--- src/rtl/shake_pkg.sv ---
// Shared SHAKE constants and types; also used by the SHAKE wrapper.
package shake_pkg;

    localparam int RATE_WORDS_128 = 42;
    localparam int RATE_WORDS_256 = 34;

    typedef enum logic {
        SHAKE128 = 1'b0,
        SHAKE256 = 1'b1
    } shake_mode_e;

    typedef enum logic [2:0] {
        IDLE    = 3'd0,
        LAUNCH  = 3'd1,
        COLLECT = 3'd2,
        DRAIN   = 3'd3,
        FINISH  = 3'd4
    } shake_state_e;

    // Total squeezed words for a job; fits 16 bits for every legal squeeze_num.
    function automatic logic [15:0] expected_words(input logic mode, input logic [9:0] squeeze_num);
        logic [15:0] rate;
        rate = (mode == SHAKE256) ? 16'(RATE_WORDS_256) : 16'(RATE_WORDS_128);
        return {6'd0, squeeze_num} * rate;
    endfunction

endpackage

--- src/rtl/shake_squeeze_reader_fifo.sv ---
// First-word-fall-through synchronous FIFO; head word visible while not empty.
module sync_fifo_fwft #(
    parameter int WIDTH = 32,
    parameter int DEPTH = 64,
    parameter int AW    = $clog2(DEPTH)
) (
    input  logic             clk,
    input  logic             rst,
    input  logic             i_push,
    input  logic [WIDTH-1:0] i_din,
    input  logic             i_pop,
    output logic [WIDTH-1:0] o_dout,
    output logic             o_full,
    output logic             o_empty,
    output logic [AW:0]      o_count
);

    localparam logic [AW:0] DEPTH_L = (AW+1)'(DEPTH);

    logic [WIDTH-1:0] r_mem [DEPTH];
    logic [AW:0]      r_wptr;
    logic [AW:0]      r_rptr;
    logic             w_do_push;
    logic             w_do_pop;

    assign o_count   = r_wptr - r_rptr;
    assign o_empty   = (o_count == '0);
    assign o_full    = (o_count == DEPTH_L);
    assign w_do_pop  = i_pop && !o_empty;
    // A pop in the same cycle frees the slot, so a full FIFO still accepts.
    assign w_do_push = i_push && (!o_full || w_do_pop);
    assign o_dout    = o_empty ? '0 : r_mem[r_rptr[AW-1:0]];

    always_ff @(posedge clk) begin
        if (rst) begin
            r_wptr <= '0;
            r_rptr <= '0;
        end else begin
            if (w_do_push) r_wptr <= r_wptr + 1'b1;
            if (w_do_pop)  r_rptr <= r_rptr + 1'b1;
        end
    end

    always_ff @(posedge clk) begin
        if (w_do_push) r_mem[r_wptr[AW-1:0]] <= i_din;
    end

endmodule

--- src/rtl/shake_squeeze_reader.sv ---
// Launches one SHAKE job, de-duplicates the squeeze stream by word index and
// re-emits the words in order through a FWFT FIFO as a valid/ready stream.
module shake_squeeze_reader
    import shake_pkg::*;
#(
    parameter int FIFO_DEPTH  = 64,
    parameter int TIMEOUT_CYC = 1024
) (
    input  logic        clk,
    input  logic        rst,
    input  logic        start,
    input  logic        cfg_mode,
    input  logic [7:0]  cfg_absorb_num,
    input  logic [7:0]  cfg_last_block_bytes,
    input  logic [9:0]  cfg_squeeze_num,
    output logic        busy,
    output logic        done,
    output logic        overflow,
    output logic        seq_err,
    output logic        timeout,
    output logic [15:0] words_rcvd,
    output logic        shk_init,
    output logic        shk_mode,
    output logic [7:0]  shk_absorb_num,
    output logic [7:0]  shk_last_block_bytes,
    output logic [9:0]  shk_squeeze_num,
    input  logic [31:0] shk_dout,
    input  logic [31:0] shk_addr,
    input  logic        shk_valid,
    output logic [31:0] out_data,
    output logic        out_valid,
    input  logic        out_ready
);

    localparam int AW   = $clog2(FIFO_DEPTH);
    localparam int WD_W = $clog2(TIMEOUT_CYC) + 1;
    localparam logic [WD_W-1:0] WD_LAST = WD_W'(TIMEOUT_CYC - 1);

    shake_state_e     r_state;
    shake_state_e     w_next;
    logic [15:0]      r_words;
    logic [15:0]      r_expected;
    logic [WD_W-1:0]  r_wd;
    logic             r_overflow;
    logic             r_seq_err;
    logic             r_timeout;
    logic             r_mode;
    logic [7:0]       r_absorb_num;
    logic [7:0]       r_last_block_bytes;
    logic [9:0]       r_squeeze_num;

    logic [29:0]      w_idx;
    logic [29:0]      w_exp_idx;
    logic             w_collect;
    logic             w_hit;
    logic             w_ahead;
    logic             w_pop;
    logic             w_full;
    logic             w_empty;
    logic [AW:0]      w_count;
    logic             w_ovf;
    logic             w_launch;
    logic             w_wd_expire;
    logic [15:0]      w_words_nx;
    logic             w_unused;

    // Byte-offset bits carry no information for 32-bit words.
    assign w_unused   = ^shk_addr[1:0];

    assign w_idx      = shk_addr[31:2];
    assign w_exp_idx  = {14'd0, r_words};
    assign w_collect  = (r_state == COLLECT);
    assign w_hit      = w_collect && shk_valid && (w_idx == w_exp_idx);
    assign w_ahead    = w_collect && shk_valid && (w_idx > w_exp_idx);
    assign w_pop      = out_valid && out_ready;
    assign w_ovf      = w_hit && w_full && !w_pop;
    assign w_words_nx = r_words + 16'd1;
    assign w_launch   = (r_state == IDLE) && start;
    assign w_wd_expire = w_collect && !w_hit && (r_wd == WD_LAST);

    sync_fifo_fwft #(
        .WIDTH (32),
        .DEPTH (FIFO_DEPTH)
    ) u_fifo (
        .clk     (clk),
        .rst     (rst),
        .i_push  (w_hit),
        .i_din   (shk_dout),
        .i_pop   (w_pop),
        .o_dout  (out_data),
        .o_full  (w_full),
        .o_empty (w_empty),
        .o_count (w_count)
    );

    assign out_valid = !w_empty;

    always_comb begin
        w_next   = r_state;
        busy     = 1'b1;
        done     = 1'b0;
        shk_init = 1'b0;
        unique case (r_state)
            IDLE: begin
                busy = 1'b0;
                if (start) w_next = (cfg_squeeze_num == '0) ? DRAIN : LAUNCH;
            end
            LAUNCH: begin
                shk_init = 1'b1;
                w_next   = COLLECT;
            end
            COLLECT: begin
                if (w_hit && (w_words_nx == r_expected)) w_next = DRAIN;
                else if (w_wd_expire)                    w_next = DRAIN;
            end
            DRAIN: begin
                if (w_count == '0) w_next = FINISH;
            end
            FINISH: begin
                done   = 1'b1;
                w_next = IDLE;
            end
            default: w_next = IDLE;
        endcase
    end

    always_ff @(posedge clk) begin
        if (rst) r_state <= IDLE;
        else     r_state <= w_next;
    end

    always_ff @(posedge clk) begin
        if (rst) begin
            r_words            <= '0;
            r_expected         <= '0;
            r_wd               <= '0;
            r_overflow         <= 1'b0;
            r_seq_err          <= 1'b0;
            r_timeout          <= 1'b0;
            r_mode             <= 1'b0;
            r_absorb_num       <= '0;
            r_last_block_bytes <= '0;
            r_squeeze_num      <= '0;
        end else if (w_launch) begin
            r_mode             <= cfg_mode;
            r_absorb_num       <= cfg_absorb_num;
            r_last_block_bytes <= cfg_last_block_bytes;
            r_squeeze_num      <= cfg_squeeze_num;
            r_expected         <= expected_words(cfg_mode, cfg_squeeze_num);
            r_words            <= '0;
            r_wd               <= '0;
            r_overflow         <= 1'b0;
            r_seq_err          <= 1'b0;
            r_timeout          <= 1'b0;
        end else if (w_collect) begin
            // Overflowed words still count so the job can terminate.
            if (w_hit) begin
                r_words <= w_words_nx;
                r_wd    <= '0;
            end else if (w_wd_expire) begin
                r_timeout <= 1'b1;
            end else begin
                r_wd <= r_wd + 1'b1;
            end
            if (w_ovf)   r_overflow <= 1'b1;
            if (w_ahead) r_seq_err  <= 1'b1;
        end
    end

    assign words_rcvd           = r_words;
    assign overflow             = r_overflow;
    assign seq_err              = r_seq_err;
    assign timeout              = r_timeout;
    assign shk_mode             = r_mode;
    assign shk_absorb_num       = r_absorb_num;
    assign shk_last_block_bytes = r_last_block_bytes;
    assign shk_squeeze_num      = r_squeeze_num;

endmodule

--- config.mk ---
export PLATFORM = sky130hd
export DESIGN_NAME = shake_squeeze_reader
export DESIGN_NICKNAME = d
export VERILOG_FILES = /design/src/rtl/shake_pkg.sv /design/src/rtl/shake_squeeze_reader_fifo.sv /design/src/rtl/shake_squeeze_reader.sv
export SDC_FILE = /design/constraint.sdc
export NUM_CORES = 2
export LEC_CHECK = 0
export CORE_ASPECT_RATIO = 1.25
export CORE_UTILIZATION = 50
export CTS_CLUSTER_DIAMETER = 100
export DETAILED_ROUTE_END_ITERATION = 12
export PLACE_DENSITY_LB_ADDON = 0.08
export SYNTH_ARGS = -nofsm -noshare
export SYNTH_HDL_FRONTEND = slang
export SYNTH_SLANG_ARGS = --single-unit
--- constraint.sdc ---
create_clock -name clk -period 4.8 [get_ports clk]
set_input_delay 1.2 -clock clk [delete_from_list [all_inputs] [get_ports clk]]
set_output_delay 1.2 -clock clk [all_outputs]
set_load 0.02 [all_outputs]
After elaboration in Yosys (flattened, before gate mapping)
Memories as Yosys holds them, arrays and structs flattened. A register that Yosys moved wholly into a read port is not among the register bits.
Cells that the tools add are included.
{ "classes": {"n_mul": 1, "n_addsub": 5, "muxes": 17, "n_reduce_logical": 27, "eq_ne": 12, "magnitude_cmp": 1, "n_bitwise": 1} }
{ "op_table": {"columns": ["cell", "n"], "rows": [
  ["$mux W32", 1],
  ["$eq A30 B16 Y1", 1],
  ["$gt A30 B16 Y1", 1],
  ["$mux W11", 2],
  ["$add A16 B1 Y16 const B", 1],
  ["$eq A16 B16 Y1", 1],
  ["$mul A10 B6 Y16", 1],
  ["$add A7 B1 Y7 const B", 2],
  ["$logic_and A1 B1 Y1", 12],
  ["$mux W3", 4],
  ["$mux W6", 2],
  ["$pmux W3 S4", 1],
  ["$add A11 B1 Y11 const B", 1],
  ["$eq A11 B10 Y1 const B", 1],
  ["$logic_not A10 Y1", 1],
  ["$reduce_and A2 Y1", 4],
  ["$eq A7 B7 Y1 const B", 1],
  ["$logic_not A7 Y1", 1],
  ["$sub A7 B7 Y7", 1],
  ["$eq A3 B2 Y1 const B", 2],
  ["$reduce_and A3 Y1", 2],
  ["$mux W1", 5],
  ["$logic_not A1 Y1", 4],
  ["$mux W4", 1],
  ["other kinds (10)", 11]
]} }
{ "word_totals": {"output_inout_bits": 82, "word_cells": 78, "reg_bits": 90, "inputBits": 96, "memories": 1, "mem_bits_rw": 2048} }
{ "mem_list": {"columns": ["memory", "depth", "word_bits", "read_ports", "rd_clocked_by_memory_dff", "wr", "line", "rtl"], "rows": [
  ["u_fifo.r_mem", 64, 32, 1, 1, 1, "shake_squeeze_reader_fifo.sv:20", "logic [WIDTH-1:0] r_mem [DEPTH];"]
]} }

Logic depth before layout (Yosys ltp)
{ "logic_depth": {"word_depth": 9, "mapped_depth": 13, "depth_no_buf": 13} }

By module
Synthesis repeated with hierarchy kept, for this count alone.
{ "unflattened": {"hier_cells": 4162, "hier_area_um2": 84217.0} }
{ "by_module_without_submodules": {"columns": ["module", "cells_each", "n_inst", "area_each_um2", "seq_area_each_um2"], "rows": [
  ["sync_fifo_fwft", 3563, 1, 79364.9, 61899.4],
  ["shake_squeeze_reader", 599, 1, 4852.2, 1461.4]
]} }

Worst setup path after synthesis
OpenSTA, ideal clock, no wires.
{ "synth_timing": {"kind": "in2reg", "start": "input shk_addr[5]", "end": "memory u_fifo.r_mem[57][0], enable pin", "required_time_ns": 4.379, "setup_slack_ns": 0.346, "setup_time_ns": 0.421, "arrival_ns": 4.032, "stages": 8, "cell_sequence": "ha_1 nand4_1 nor3_1 and4_1 o21a_1 buf_2 nand4b_1 nor2_1"} }
{ "synth_via": {"elab_chain_cells": 5} }
{ "synth_lines": {"columns": ["item", "line", "rtl"], "rows": [
  ["start, declared", "shake_squeeze_reader.sv:28", "input logic [31:0] shk_addr,"],
  ["$eq A30 B16 Y1", "shake_squeeze_reader.sv:73", "assign w_hit = w_collect && shk_valid && (w_idx == w_exp_idx);"],
  ["$logic_and A1 B1 Y1", "shake_squeeze_reader.sv:73", null],
  ["$logic_and A1 B1 Y1", "shake_squeeze_reader_fifo.sv:31", "assign w_do_push = i_push && (!o_full || w_do_pop);"],
  ["$mux W1", "shake_squeeze_reader_fifo.sv:45", "if (w_do_push) r_mem[r_wptr[AW-1:0]] <= i_din;"],
  ["$mux W1 (implied by the code)", "shake_squeeze_reader_fifo.sv:45", null],
  ["end, declared", "shake_squeeze_reader_fifo.sv:20", null]
]} }
Every way passes these cells.

==> run_results.csv <==
group,metric,value,unit
timing,hold-worst-slack,433,ps
yosys,synthArstFlopShare,0,
placement,gp_congestion,0.795,
placement,hpwl,121000,um
routing,dr_total_vias,41000,
timing,fin_crit,4810,ps
setup_path,required,3600,ps
clock_network,clockBufferDepth,3,
setup_path,path_max_fanout,6,
timing,setup_violations,6,
global_route,gr-total-overflow,0,
timing,fin_crit_sh,1.00,
clock_network,clk_pin_slew,60,ps
yosys,synth_edf_count,2048,
setup_path,path_cells,"buf_12 > buf_4 > buf_16 > buf_12 > mux4_2 > mux4_2 > nor2b_4 > a211oi_2 > a211oi_1 > buf_4 > buf_6",
outcome,violations,"negative setup slack",
finish,drive_gt1_frac,0.344,
timing,rsz0062_at_grt,"true",
yosys,netlist_area,83800,sq um
clock_network,cts_tree,"built",
finish,finalNetCount,4505,
routing,dr_wl_met3,14100,um
floorplanning,fp.coreArea,166000,sq um
timing,worst_slack,-12.0,ps
yosys,ys_ff_latch,2141,
yosys,synth_area_leaders,"edfxtp_1, mux4_2, dfxtp_1",
yosys,synth_ff_type,"edfxtp_1",
timing,tightest_slew,1270,ps
global_route,grt_max_degree,65,
setup_path,arrival,3610,ps
routing,wl_met2,110000,um
yosys,synthTopCellsByCount,"edfxtp_1, mux4_2, nor2_1",
routing,highest_layer,"met5",
finish,syn_to_final_growth,19.9,%
timing,skew,26.1,ps
routing,antenna_left,0,
floorplanning,num_rows,167,
power_and_ir_drop,p_leak,31.1,nW
timing,relSlewSlack,0.157,
timing,max_freq,208,MHz
clock_network,cts-root-buf,"clkbuf_16",
clock_network,htreeDepth,4,
global_route,grt_pass1_wl,303000,um
floorplanning,num_io_pins,178,
placement,place_area,91200,sq um
routing,remaining_drc_errors,0,
routing,drt_iter0_markers,3962,
routing,via_per_inst,6.11,
power_and_ir_drop,power_density,461,nW/um^2
power_and_ir_drop,ir_drop,0.000397,V
clock_network,clkSinkCount,2141,
floorplanning,die_width,368,um
outcome,status,"finished, violations left",
routing,firstDrtPassIters,5,
worst_hold_path,hp-class,"reg -> reg",
setup_path,critical_path.max_stage_delay,560,ps
global_route,grtUsageTotal,0.256,
clock_network,cts_made_buffers,203,
setup_path,cp_slowest_cell,"mux4_2",
timing,maxSlewViolCount,0,
yosys,yosysTopAreaCellShare,0.734,
placement,io_buffers,175,
finish,fillers,11800,
clock_network,holdBufCountCts,0,
floorplanning,die_y,460,um
yosys,synth_cells,3767,
yosys,synth.distinct_cells,56,
timing,hold_viol_final,0,
routing,wl,214000,um
setup_path,endpoint_kind,"output port",
yosys,syn-num-nets,3930,
power_and_ir_drop,p_total,46.3,mW
global_route,grt_pass1_vias,42100,
yosys,syn_area_per_cell,22.2,sq um
yosys,yosysTopAreaCell,"edfxtp_1",
yosys,yosysMostFrequentCell,"edfxtp_1",
global_route,antenna_found_initial,7,
setup_path,crit_buf_inv,6,
clock_network,clk-insertion-delay-late,850,ps
floorplanning,die_area,169000,sq um
floorplanning,start_util,0.504,
setup_path,path_delay_family,"multiplexers",
routing,met1_length,84700,um
routing,wire_per_inst,31.8,um
yosys,yosysSeqAreaShare,0.756,
yosys,yosys_warnings,0,
placement,dp_slack,-83.1,ps
finish,design_area,100000,sq um
flow_run,maxCapViolCount,0,
setup_path,timing.setup.critical_path_class,"reg -> out",
setup_path,start_kind,"flop",
routing by layer:
| layer | global-route usage | up-vias |
|---|---|---|
| met5 | 0 | - |
| met1 | 0.341 | 22300 |
| met3 | 0.0474 | 299 |
| li1 | - | 17100 |
| met4 | 0.0723 | 4 |
| met2 | 0.432 | 1357 |
timing repair:
action / in CTS / in global routing
cloned: 22 / 4
gates resized for setup: 332 / 70
endpoints found under the setup margin: 33 / 33
setup buffers: 73 / 36
pin swaps: 37 / 29
final timing paths:
check	startpoint	end	slack, ps	depth (start not counted)
worst max-delay path	flop	out_data[10]	-10	11
worst max register to register	words_rcvd[2]	u_fifo.r_mem[58][26]	1070	10
worst min register to register	r_wd[10]	r_wd[10]	430	2
worst min-delay path	r_wd[10]	r_wd[10]	430	2
area by class of cell:
| cell class | count | area [sq um] | share of cell area |
|---|---|---|---|
| antenna | 4 | 10.0 | 0.0000996 |
| clock inverter | 113 | 983 | 0.00979 |
| clock buffer | 259 | 5470 | 0.0544 |
| multi-input combinational | 1385 | 20500 | 0.204 |
| timing repair buffer | 577 | 7210 | 0.0718 |
| inverter | 34 | 128 | 0.00127 |
| sequential | 2141 | 63400 | 0.631 |
| tap | 2197 | 2750 | 0.0274 |
cell families after synthesis:
logic type               Yosys count  synth area share
flip-flops                      2141             0.756
AO/OA/AOI/OAI                    185            0.0145
XOR/XNOR                          57           0.00596
multiplexers                     676             0.176
buffers and inverters            241            0.0132
adder cells (fa/ha/maj)           67            0.0105
AND/OR/NAND/NOR                  400            0.0230
power breakdown:
| part | leakage (nW) | internal [mW] | switching [mW] |
|---|---|---|---|
| Clock | 3.16 | 8.79 | 6.88 |
| Combinational | 8.75 | 5.39 | 4.66 |
| Sequential | 19.2 | 20.5 | 0.0755 |
stage by stage:
step                utilization  setup TNS (ps)  cells
floorplan                     -               0   3767
global placement          0.549           -51.4   6209
detailed placement        0.549           -83.1   6209
CTS                       0.601           -1870   6672
global route              0.605           -1700   6707
finish                    0.605           -33.8   6710
state kept, by name, summed over array words and instances (netlist names), 8 cells and up, named ones only:
| name | count |
|---|---|
| shk_last_block_bytes | 8 |
| words_rcvd | 16 |
| u_fifo.r_mem | 2048 |
| r_expected | 15 |
| shk_absorb_num | 8 |
| r_wd | 11 |
| shk_squeeze_num | 8 |
worst register-to-register path, stage by stage (launching register included):
cell     delay [ps]
dfxtp_1         520
inv_1           150
ha_1            310
nand4_1         250
nor3_1          350
and4_1          390
o21a_1          380
nand4_1         220
buf_12          210
nor2_4          360
buf_4           300
cells in the final DEF (no fill, tap or decap), types with 61 or more instances in the layout:
cell             netlist  routed
ha_1                  61      61
clkbuf_16              0     213
mux4_2               640     640
nand2_1              107     107
nor2_4                 0      65
buf_12                 0     138
a21oi_1               64      63
clkdlybuf4s50_1        0     109
dfxtp_1               93      84
buf_4                 15     208
edfxtp_1            2048    2048
Power figures use the tool's default switching activity.
